`config.mk`:
```
export PLATFORM = sky130hd
export DESIGN_NAME = four_bit_decade_down_counter
export DESIGN_NICKNAME = d
export VERILOG_FILES = /design/src/rtl/four_bit_decade_down_counter.sv
export SDC_FILE = /design/constraint.sdc
export NUM_CORES = 1
export LEC_CHECK = 0
export ABC_AREA = 0
export CORE_ASPECT_RATIO = 0.8
export CORE_MARGIN = 10
export CORE_UTILIZATION = 37
export CTS_CLUSTER_DIAMETER = 30
export DETAILED_ROUTE_END_ITERATION = 7
export MAX_ROUTING_LAYER = met4
export PLACE_DENSITY = 0.73
export SYNTH_ARGS = -nofsm -noshare
export SYNTH_HDL_FRONTEND = slang
export SYNTH_SLANG_ARGS = --single-unit
```
`constraint.sdc`:
```
create_clock -name clk -period 1.53 [get_ports clk]
set_clock_uncertainty 0.1 [all_clocks]
set_input_delay 0.306 -clock clk [delete_from_list [all_inputs] [get_ports clk]]
set_output_delay 0.306 -clock clk [all_outputs]
set_load 0.01 [all_outputs]
```
`src/rtl/four_bit_decade_down_counter.sv`:
```
// Cascaded BCD down counter with synchronous preset load, enable and a registered underflow borrow.
// Build option AUTO_RELOAD_EN: when defined, underflow reloads the last preset; otherwise it wraps to all nines.
module four_bit_decade_down_counter #(
  parameter int DIGITS = 2
) (
  input  logic                  clk,
  input  logic                  rst,
  input  logic                  load,
  input  logic [4*DIGITS-1:0]   din,
  input  logic                  en,
  output logic [4*DIGITS-1:0]   count,
  output logic                  out1,
  output logic                  out2,
  output logic                  out3,
  output logic                  out4,
  output logic                  zero,
  output logic                  borrow
);

  logic [4*DIGITS-1:0] count_q, count_d;
  logic [4*DIGITS-1:0] preset_q, preset_d;
  logic                borrow_q, borrow_d;

  logic [4*DIGITS-1:0] din_sane;
  logic [4*DIGITS-1:0] dec_val;
  logic [4*DIGITS-1:0] nines;
  logic                chain;
  logic                underflow;

  // Digits above 9 are clamped so the count register only ever holds valid BCD.
  always_comb begin
    din_sane = '0;
    nines    = '0;
    for (int k = 0; k < DIGITS; k++) begin
      din_sane[4*k +: 4] = (din[4*k +: 4] > 4'd9) ? 4'd9 : din[4*k +: 4];
      nines[4*k +: 4]    = 4'd9;
    end
  end

  // Ripple the decrement upward: a digit only moves when every lower digit was 0.
  always_comb begin
    dec_val = count_q;
    chain   = 1'b1;
    for (int k = 0; k < DIGITS; k++) begin
      if (chain) begin
        if (count_q[4*k +: 4] == 4'd0) begin
          dec_val[4*k +: 4] = 4'd9;
        end else begin
          dec_val[4*k +: 4] = count_q[4*k +: 4] - 4'd1;
          chain             = 1'b0;
        end
      end
    end
  end

  assign underflow = (count_q == '0);

  always_comb begin
    count_d  = count_q;
    preset_d = preset_q;
    borrow_d = 1'b0;
    if (load) begin
      count_d  = din_sane;
      preset_d = din_sane;
    end else if (en) begin
      if (underflow) begin
        borrow_d = 1'b1;
`ifdef AUTO_RELOAD_EN
        count_d  = preset_q;
`else
        count_d  = nines;
`endif
      end else begin
        count_d = dec_val;
      end
    end
  end

  always_ff @(posedge clk or negedge rst) begin
    if (!rst) begin
      count_q  <= '0;
      preset_q <= '0;
      borrow_q <= 1'b0;
    end else begin
      count_q  <= count_d;
      preset_q <= preset_d;
      borrow_q <= borrow_d;
    end
  end

  assign count  = count_q;
  assign out1   = count_q[0];
  assign out2   = count_q[1];
  assign out3   = count_q[2];
  assign out4   = count_q[3];
  assign zero   = (count_q == '0);
  assign borrow = borrow_q;

endmodule
```
==> results by group, run 1 <==
Run status
  – Status: finished with violations
  – Failing checks: setup timing

Routing
  – 1st-pass router iterations: 4
  – Vias per cell: 4.927
  – Wirelength per Cell: 15.50 um
  – Post-Route WL: 2.124 mm
  – # DRC: 0
  – Routed via count: 675
  – Remaining antenna violation count: 0
  – Iteration-0 DRC Markers: 25

Placement
  – Worst slack at placement: -0.4354 ns
  – Post-placement cell count: 130
  – IO buf count: 25
  – Post-DP HPWL: 1.636 mm
  – Post-DP Area: 1044 sq um
  – Placer Congestion: 0.8159

Critical path
  – Crit path launch type: flip-flop
  – CP arrival: 1.42 ns
  – R2R Path End: count[0]
  – Worst r2r src: count[0]
  – Worst Reg-to-Reg Cells: 6
  – Crit Path Class: flip-flop to primary output
  – Worst Path Max Fanout: 2
  – CP startpoint: count[5]
  – Flop-to-flop setup slack: -0.10 ns
  – CP endpoint kind: primary output
  – CP required: 1.12 ns

Logic synthesis
  – Mean Syn Cell Area: 9.023 sq um
  – FFs w/ async S/R, synth: 1.000
  – Cell with the most instances after synthesis: dfrtp_1
  – Syn nets: 86
  – Top cell type's share of synthesized area: 0.3516
  – Mapped Area: 640.6 sq um
  – Post-synth EDFFs: 0
  – Yosys warnings: 0
  – Most common flop cell mapped by yosys: dfrtp_1
  – Flop and latch count out of synthesis: 9
  – Synth top cells by count: dfrtp_1 (9), inv_1 (8), o21ai_0 (6), buf_4 (4), nor2_1 (4)
  – Syn Inst Count: 71
  – Largest cells by area after synthesis: dfrtp_1 (35%), ha_1 (5.9%), o21ai_0 (4.7%), buf_4 (4.7%), inv_1 (4.7%)
  – Post-synthesis cell type with the largest combined area: dfrtp_1
  – Sequential fraction of the synthesis area: 0.3516
  – Library cells used by synthesis: 27

Timing
  – Period utilization: 1.194
  – Final worst slack: -0.2969 ns
  – Fin crit period: 1.827 ns
  – Final Hold Viols: 0
  – Slew @ Worst Pin: 0.4187 ns
  – RSZ-0062 raised after global routing: true
  – Max-slew violation count: 0
  – Maximum clock frequency: 547.4 MHz
  – # setup viols final: 4
  – Slew HR: 0.7200

Finish
  – Reg area: 226.5 sq um
  – Final Instance Count excl. Fillers: 137
  – Final core utilization: 0.7115
  – Final #Nets: 131
  – Antenna cell count: 0
  – Post-layout instance area: 1157 sq um
  – Area occupied by multi-input gates: 435.4 sq um
  – Fill count: 131
  – Layout cells sized above 1: 0.3826
  – Area Growth Syn to Fin: 80.66%

Clock tree
  – CTS tree: done
  – Clock Path Buffers: 2
  – Worst-Skew Late Latency: 0.26 ns
  – Cts hold-fix bufs: 0
  – CTS root buf: clkbuf_4
  – Reg clk slew, reported paths: 0.06 ns
  – Num Clock Sinks: 9
  – H-tree depth: 1
  – CTS buffer count: 3

Global route
  – First-pass GRT wire length: 3.553 mm
  – GRT Total Usage: 0.1236
  – Vias in the first global route: 691
  – Total gr overflow: 0
  – Largest net degree at the start of global routing: 18
  – Antenna violations before repair: 0

Floorplanning
  – Initial Utilization: 0.3938
  – Die span in x: 66.52 um
  – Core area: 1627 sq um
  – Row cnt: 13
  – Die Y: 57.22 um
  – I/O pin count: 26
  – Die footprint: 3806 sq um

Power and ir drop
  – PD cells: 748.3 nW/um^2
  – Power, Total: 0.0008660 W
  – Leak pwr: 0.5407 nW
  – IR Drop Worst-Case VDD: 0.0006616 V

Min path
  – Worst hold path class: primary input to async pin

Flow run
  – Max Cap Viol: 0
worst max path at each step:
stage,to,cells past startpoint,slack [ns]
global placement,zero,5,-0.36
detailed placement,zero,5,-0.44
CTS,zero,5,-0.25
global route,zero,5,-0.37
floorplan,count[0],5,-0.06
finish,zero,5,-0.30
per-stage QoR:
stage | hold slack [ns] | TNS (ns)
6_report | 0.2450 | -0.4230
5_1_grt | 0.2603 | -0.6970
4_1_cts | 0.2511 | -0.6156
3_5_place_dp | 0.5335 | -1.198
3_3_place_gp | 0.5329 | -0.9732
2_1_floorplan | -0.08959 | -0.05633
layout by cell type, fill, tap and decap left out, types with 2 or more instances in the layout:
cell and instances:
a21oi_1 2, and3b_1 2, and4_1 3, buf_4 17
buf_6 2, clkbuf_4 3, clkdlybuf4s15_1 7, clkdlybuf4s50_1 11
dfrtp_1 8, dlygate4sd2_1 5, ha_4 2, inv_1 4
inv_2 4, nand2_1 3, nor2_1 4, nor2b_1 2
o21a_1 2, o21ai_0 5, o21bai_1 2, o31a_1 3
o31ai_2 3
cell type report:
type,count,area share
repair buffers,45,0.3557
multi-input cells,49,0.3762
flip-flops and latches,9,0.1957
clock buffers,4,0.02270
well taps,22,0.02378
inverters,8,0.02595
state kept, by name (all words and copies together), names as in the netlist:
signal	flops
count	8
borrow	1
kinds of logic (layout without fill, tap and decap cells):
group | count (synthesis) | after routing | share of synthesized area
buffers and inverters | 13 | 57 | 0.09961
flip-flops | 9 | 9 | 0.3516
adder cells (fa/ha/maj) | 3 | 3 | 0.05860
AND/OR/NAND/NOR | 25 | 25 | 0.2617
AO/OA/AOI/OAI | 21 | 21 | 0.2285
layer usage:
metal / wire, um / share of wire / vias up / GRT usage
li1: - / - / 342 / -
met5: 0 / 0 / - / -
met1: 937 / 0.44 / 303 / 0.1495
met2: 1007 / 0.47 / 28 / 0.1951
met3: 151 / 0.071 / 2 / 0.03314
met4: 27 / 0.013 / 0 / 0.03582
where the power goes:
group / switching (W) / total, W / internal (W) / leakage [nW]
clock: 0.0000839 / 0.000185 / 0.000101 / 0.0150
combinational: 0.000175 / 0.000400 / 0.000225 / 0.417
sequential: 0.0000188 / 0.000281 / 0.000262 / 0.109
repair_timing:
action | CTS | global route
gates resized for setup | 26 | 17
setup endpoints to repair | 17 | 15
hold endpoints to repair | 0 | 0
pin swaps | 6 | 6
buffers inserted | 4 | 2
critical path: stages, from the launching register on:
cell	delay (ns)
dfrtp_1	0.39
inv_2	0.09
ha_4	0.14
nor3b_4	0.22
and3b_1	0.19
buf_2	0.14
Note: power is estimated with default switching activity, not from simulation.
==> run 2: changes to the inputs <==
--- a/constraint.sdc
+++ b/constraint.sdc
@@ -4,2 +4,2 @@
 set_output_delay 0.306 -clock clk [all_outputs]
-set_load 0.01 [all_outputs]
+set_load 0.05 [all_outputs]
==> run 2 against run 1 <==
Net effect:
- the flow still finishes with violations (setup timing)
- first-iteration DRC count fell by 4.0%
- core utilization rose by 8.7 points
- cell count did not move
- critical endpoint unchanged
- critical path type unchanged
==> results by group, run 2 (synthesized netlist as in run 1, its figures left out) <==
Global route
  – Antenna violations before repair: 0 (unchanged)
  – Largest net degree at the start of global routing: 18 (unchanged)
  – GRT Total Usage: 0.1316 (+0.008052)
  – First-pass GRT wire length: 3.732 mm (+5.0%)
  – Total gr overflow: 0 (unchanged)
  – Vias in the first global route: 773 (+12%)

Power and ir drop
  – Logic pwr share: 0.567 (+0.105)
  – Reg power frac: 0.262 (-0.063)
  – Leak pwr: 0.5708 nW (+5.6%)
  – Sw frac: 0.3834 (+0.06219)
  – Cell Int Power: 0.0006862 W (+17%)
  – PD cells: 856.8 nW/um^2 (+15%)
  – Power, Total: 0.001113 W (+28%)
  – Clock share of power: 0.171 (-0.042)
  – IR Drop Worst-Case VDD: 0.0006168 V (-6.8%)
  – Psw: 0.0004267 W (+53%)

Timing
  – Final Hold Viols: 0 (unchanged)
  – Slew @ Worst Pin: 0.4308 ns (+0.01206 ns)
  – Max-slew violation count: 0 (unchanged)
  – # setup viols final: 2 (-2)
  – Maximum clock frequency: 536.4 MHz (-2.0%)
  – Final worst slack: -0.3342 ns (-0.03727 ns)
  – Slew HR: 0.7119 (-0.008063)
  – Period utilization: 1.218 (+0.02436)
  – Fin crit period: 1.864 ns (+0.03727 ns)
  – Min Hold Slack: 0.2353 ns (-0.009765 ns)
  – RSZ-0062 raised after global routing: true

Floorplanning
  – Core area: 1627 sq um (unchanged)
  – I/O pin count: 26 (unchanged)
  – Row cnt: 13 (unchanged)
  – Die footprint: 3806 sq um (unchanged)
  – Die Y: 57.22 um (unchanged)
  – Die span in x: 66.52 um (unchanged)
  – Initial Utilization: 0.3938 (unchanged)

Critical path
  – CP delay by family, top: simple AND/OR/NAND/NOR gates
  – R2R Path End: count[0]
  – CP cell instances: inv_2 > ha_4 > nor3b_4 > and3b_2 > buf_12
  – Crit path launch type: flip-flop
  – Flop-to-flop setup slack: -0.05 ns (+0.05 ns)
  – CP arrival: 1.46 ns (+0.04 ns)
  – Highest-delay cell along the critical path: dfrtp_2
  – Max stage delay on crit path: 0.40 ns (about the same)
  – CP endpoint kind: primary output
  – Worst r2r src: count[0]
  – Crit Path Class: flip-flop to primary output
  – Worst Path Max Fanout: 2 (unchanged)
  – CP required: 1.12 ns (about the same)
  – CP startpoint: count[4]
  – Number of cells on the critical path: 5 (unchanged)
  – Buf/Inv on CP: 2 (unchanged)
  – Worst Reg-to-Reg Cells: 5 (-1)

Routing
  – 1st-pass router iterations: 4 (unchanged)
  – Remaining antenna violation count: 0 (unchanged)
  – Routed via count: 732 (+8.4%)
  – Wirelength per Cell: 17.26 um (+11%)
  – Iteration-0 DRC Markers: 24 (-4.0%)
  – Post-Route WL: 2.364 mm (+11%)
  – Vias per cell: 5.343 (+8.4%)
  – # DRC: 0 (unchanged)

Placement
  – Post-DP HPWL: 1.817 mm (+11%)
  – Placer Congestion: 0.8324 (+2.0%)
  – IO buf count: 25 (unchanged)
  – Post-placement cell count: 128 (-1.5%)
  – Post-DP Area: 1194 sq um (+14%)

Finish
  – Final #Nets: 131 (unchanged)
  – Antenna cell count: 0 (unchanged)
  – Post-layout instance area: 1299 sq um (+12%)
  – Area Growth Syn to Fin: 102.7%
  – Final core utilization: 0.7985 (+0.08692)
  – Most common cell after layout, fill and taps aside: buf_4
  – Final Instance Count excl. Fillers: 137 (unchanged)
  – Max reg flops: 8 (unchanged)
  – Layout cells sized above 1: 0.5130 (+0.1304)
  – Most frequent cells in the layout: buf_4 (18), buf_12 (15), clkdlybuf4s50_1 (11)

Clock tree
  – CTS buffer count: 3 (unchanged)
  – Cts hold-fix bufs: 0 (unchanged)
  – Worst-Skew Late Latency: 0.27 ns (about the same)
  – H-tree depth: 1 (unchanged)
  – CTS tree: done
  – CTS root buf: clkbuf_4
  – Num Clock Sinks: 9 (unchanged)
  – Reg clk slew, reported paths: 0.06 ns (about the same)
  – Clock Path Buffers: 2 (unchanged)

Min path
  – Worst hold path class: primary input to async pin

Run status
  – Failing checks: setup timing
  – Status: finished with violations

Flow run
  – Max Cap Viol: 0 (unchanged)
run 2: cell type report:
cell class	instances	area, sq um
Sequential cell	9	232.7
Inverter	8	30.03
Fill cell	98	327.8
Multi-Input combinational cell	49	425.4
Clock buffer	4	26.28
Timing Repair Buffer	45	556.8
Tap cell	22	27.53
run 2: worst max path at each step:
stage | end | slack, ns
3_5_place_dp | count[6] | -0.17
5_1_grt | zero | -0.40
2_1_floorplan | zero | -0.19
4_1_cts | zero | -0.33
6_report | zero | -0.33
3_3_place_gp | count[6] | -0.12
run 2: power by group through the flow:
stage          clock, W  combinational (W)  sequential [W]
2_1_floorplan         0           0.000185        0.000384
3_3_place_gp          0           0.000564        0.000290
3_5_place_dp          0           0.000587        0.000292
4_1_cts        0.000191           0.000607        0.000288
5_1_grt        0.000203           0.000663        0.000295
6_report       0.000190           0.000631        0.000292
run 2: through the flow:
stage	setup TNS [ns]	setup slack [ns]
2_1_floorplan	-0.6391	-0.1942
3_3_place_gp	-0.4326	-0.1239
3_5_place_dp	-0.7622	-0.1661
4_1_cts	-0.3419	-0.3323
5_1_grt	-0.6229	-0.3976
6_report	-0.3801	-0.3342
run 2: timing repair:
action,CTS,global route
pin swaps,5,3
setup buffers,4,2
endpoints found under the setup margin,2,5
resized for setup,2,8
run 2: layer usage:
metal  routed length, um  GRT usage
met5                   0          -
met4                  55    0.07761
met3                 111    0.03314
met2                1253     0.2265
met1                 944     0.1307
==> run 3: changes to the inputs <==
Settings changed: HOLD_SLACK_MARGIN set to 0.15, SKIP_CTS_REPAIR_TIMING set to 1.
==> run 3 against run 2 <==
Net effect:
- the flow still finishes with violations (setup timing)
- largest power group unchanged
- global-route usage decreased by 0.44 points
- hold slack improved by 0.00082 ns
- critical endpoint unchanged
- largest cell class unchanged
- critical path type unchanged
- wire length fell by 0.51%
==> results by group, run 3 (synthesized netlist as in run 1, its figures left out) <==
Routing
  – Post-Route WL: 2.352 mm (-0.51%)
  – Iteration-0 DRC Markers: 31 (+29%)
  – Routed via count: 722 (-1.4%)
  – Remaining antenna violation count: 0 (unchanged)
  – Vias per cell: 5.348 (about the same)
  – # DRC: 0 (unchanged)
  – Wirelength per Cell: 17.42 um (+0.97%)
  – 1st-pass router iterations: 4 (unchanged)

Critical path
  – Worst Path Max Fanout: 2 (unchanged)
  – CP cell instances: inv_2 > ha_4 > nor3b_4 > and3b_2 > buf_12
  – Highest-delay cell along the critical path: dfrtp_2
  – Crit path launch type: flip-flop
  – Buf/Inv on CP: 2 (unchanged)
  – CP required: 1.12 ns (about the same)
  – CP endpoint kind: primary output
  – Crit Path Class: flip-flop to primary output
  – CP delay by family, top: simple AND/OR/NAND/NOR gates
  – CP arrival: 1.49 ns (+0.03 ns)
  – Max stage delay on crit path: 0.40 ns (about the same)

Timing
  – Maximum clock frequency: 527.7 MHz (-1.6%)
  – Max-slew violation count: 0 (unchanged)
  – TNS Setup: -0.5005 ns (-0.1205 ns)
  – Final worst slack: -0.3651 ns (-0.03090 ns)
  – Period utilization: 1.239 (+0.02019)
  – Final Hold Viols: 0 (unchanged)
  – RSZ-0062 raised after global routing: true
  – Fin crit period: 1.895 ns (+0.03090 ns)
  – Slew @ Worst Pin: 0.4294 ns (-0.001363 ns)
  – # setup viols final: 5 (+3)
  – Slew HR: 0.7128 (+0.0009120)

Finish
  – Antenna cell count: 0 (unchanged)
  – Area Growth Syn to Fin: 104.1%
  – Most common cell after layout, fill and taps aside: buf_4
  – Final #Nets: 129 (-1.5%)
  – Final Instance Count excl. Fillers: 135 (-1.5%)
  – Layout cells sized above 1: 0.5221 (+0.009080)
  – Fill count: 95 (-3.1%)
  – Most frequent cells in the layout: buf_4 (16), buf_12 (15), clkdlybuf4s50_1 (11)
  – Max reg flops: 8 (unchanged)

Placement
  – Post-DP HPWL: 1.817 mm (unchanged)
  – IO buf count: 25 (unchanged)
  – Worst slack at placement: -0.1661 ns (unchanged)
  – Post-placement cell count: 128 (unchanged)
  – Placer Congestion: 0.8324 (unchanged)

Global route
  – Vias in the first global route: 739 (-4.4%)
  – First-pass GRT wire length: 3.588 mm (-3.9%)
  – Antenna violations before repair: 0 (unchanged)
  – Total gr overflow: 0 (unchanged)
  – GRT Total Usage: 0.1272 (-0.004428)
  – Largest net degree at the start of global routing: 18 (unchanged)

Clock tree
  – Num Clock Sinks: 9 (unchanged)
  – CTS buffer count: 3 (unchanged)
  – Clock Path Buffers: 2 (unchanged)
  – CTS tree: done
  – Worst-Skew Late Latency: 0.27 ns (about the same)
  – H-tree depth: 1 (unchanged)
  – CTS root buf: clkbuf_4
  – Reg clk slew, reported paths: 0.06 ns (about the same)

Flow run
  – Max Cap Viol: 0 (unchanged)

Run status
  – Status: finished with violations
  – Failing checks: setup timing

Power and ir drop
  – Psw: 0.0004339 W (+1.7%)
  – Leak pwr: 0.5629 nW (-1.4%)
  – Reg power frac: 0.260 (-0.002)
  – Clock share of power: 0.168 (-0.003)
  – Cell Int Power: 0.0006907 W (+0.66%)
  – Sw frac: 0.3858 (+0.002415)
  – Power, Total: 0.001125 W (+1.1%)
  – PD cells: 860.1 nW/um^2 (+0.38%)
  – Logic pwr share: 0.572 (+0.005)
  – IR Drop Worst-Case VDD: 0.0006267 V (+1.6%)

Floorplanning
  – I/O pin count: 26 (unchanged)
  – Die footprint: 3806 sq um (unchanged)
  – Die Y: 57.22 um (unchanged)
  – Initial Utilization: 0.3938 (unchanged)
  – Core area: 1627 sq um (unchanged)
  – Die span in x: 66.52 um (unchanged)
  – Row cnt: 13 (unchanged)

Min path
  – Worst hold path class: primary input to async pin
-- run 3: layout make-up --
type,instances,area (sq um),share of cell area
repair buffers,43,541.8,0.4144
flip-flops and latches,9,232.7,0.1780
well taps,22,27.53,0.02105
inverters,8,32.53,0.02488
multi-input cells,49,446.7,0.3416
clock buffers,4,26.28,0.02010
-- run 3: per-layer routing --
metal,global-route usage,share of wire
met4,0.07164,0.027
met1,0.1285,0.40
met3,0.03119,0.053
met2,0.2183,0.52
met5,-,0
-- run 3: path summary, 6_finish.rpt --
check | start | end | slack (ns) | cells after the start
worst max-delay path | count[5] | zero | -0.37 | 5
worst min-delay path | rst | count[7] | 0.24 | 1
worst max register to register | count[0] | count[0] | -0.10 | 6
worst min register to register | count[5] | count[5] | 0.56 | 3
max in group asynchronous | rst | count[5] | 0.77 | 1
min in group clk | din[1] | count[1] | 0.53 | 3
-- run 3: worst register-to-register path, stage by stage, from the launching register on --
cell and delay, ns:
dfrtp_2 0.40, inv_2 0.08, ha_4 0.14, buf_6 0.09
or3b_4 0.38, and3_4 0.18, o31ai_2 0.17
-- run 3: stage by stage --
step           instance area [sq um]  hold WS (ns)  utilization
6_report                        1308        0.2361       0.8038
5_1_grt                         1308        0.2680       0.8038
4_1_cts                         1220        0.2490       0.7500
3_3_place_gp                    1194        0.5352       0.7338
3_5_place_dp                    1194        0.5362       0.7338
2_1_floorplan                  684.4      -0.08959            -
-- run 3: power by group through the flow --
stage | registers, W | clock network (W) | logic [W]
after floorplan | 0.000384 | 0 | 0.000185
after global routing | 0.000295 | 0.000203 | 0.000674
after CTS | 0.000288 | 0.000191 | 0.000589
after global placement | 0.000290 | 0 | 0.000564
after detailed placement | 0.000292 | 0 | 0.000587
final | 0.000292 | 0.000189 | 0.000644
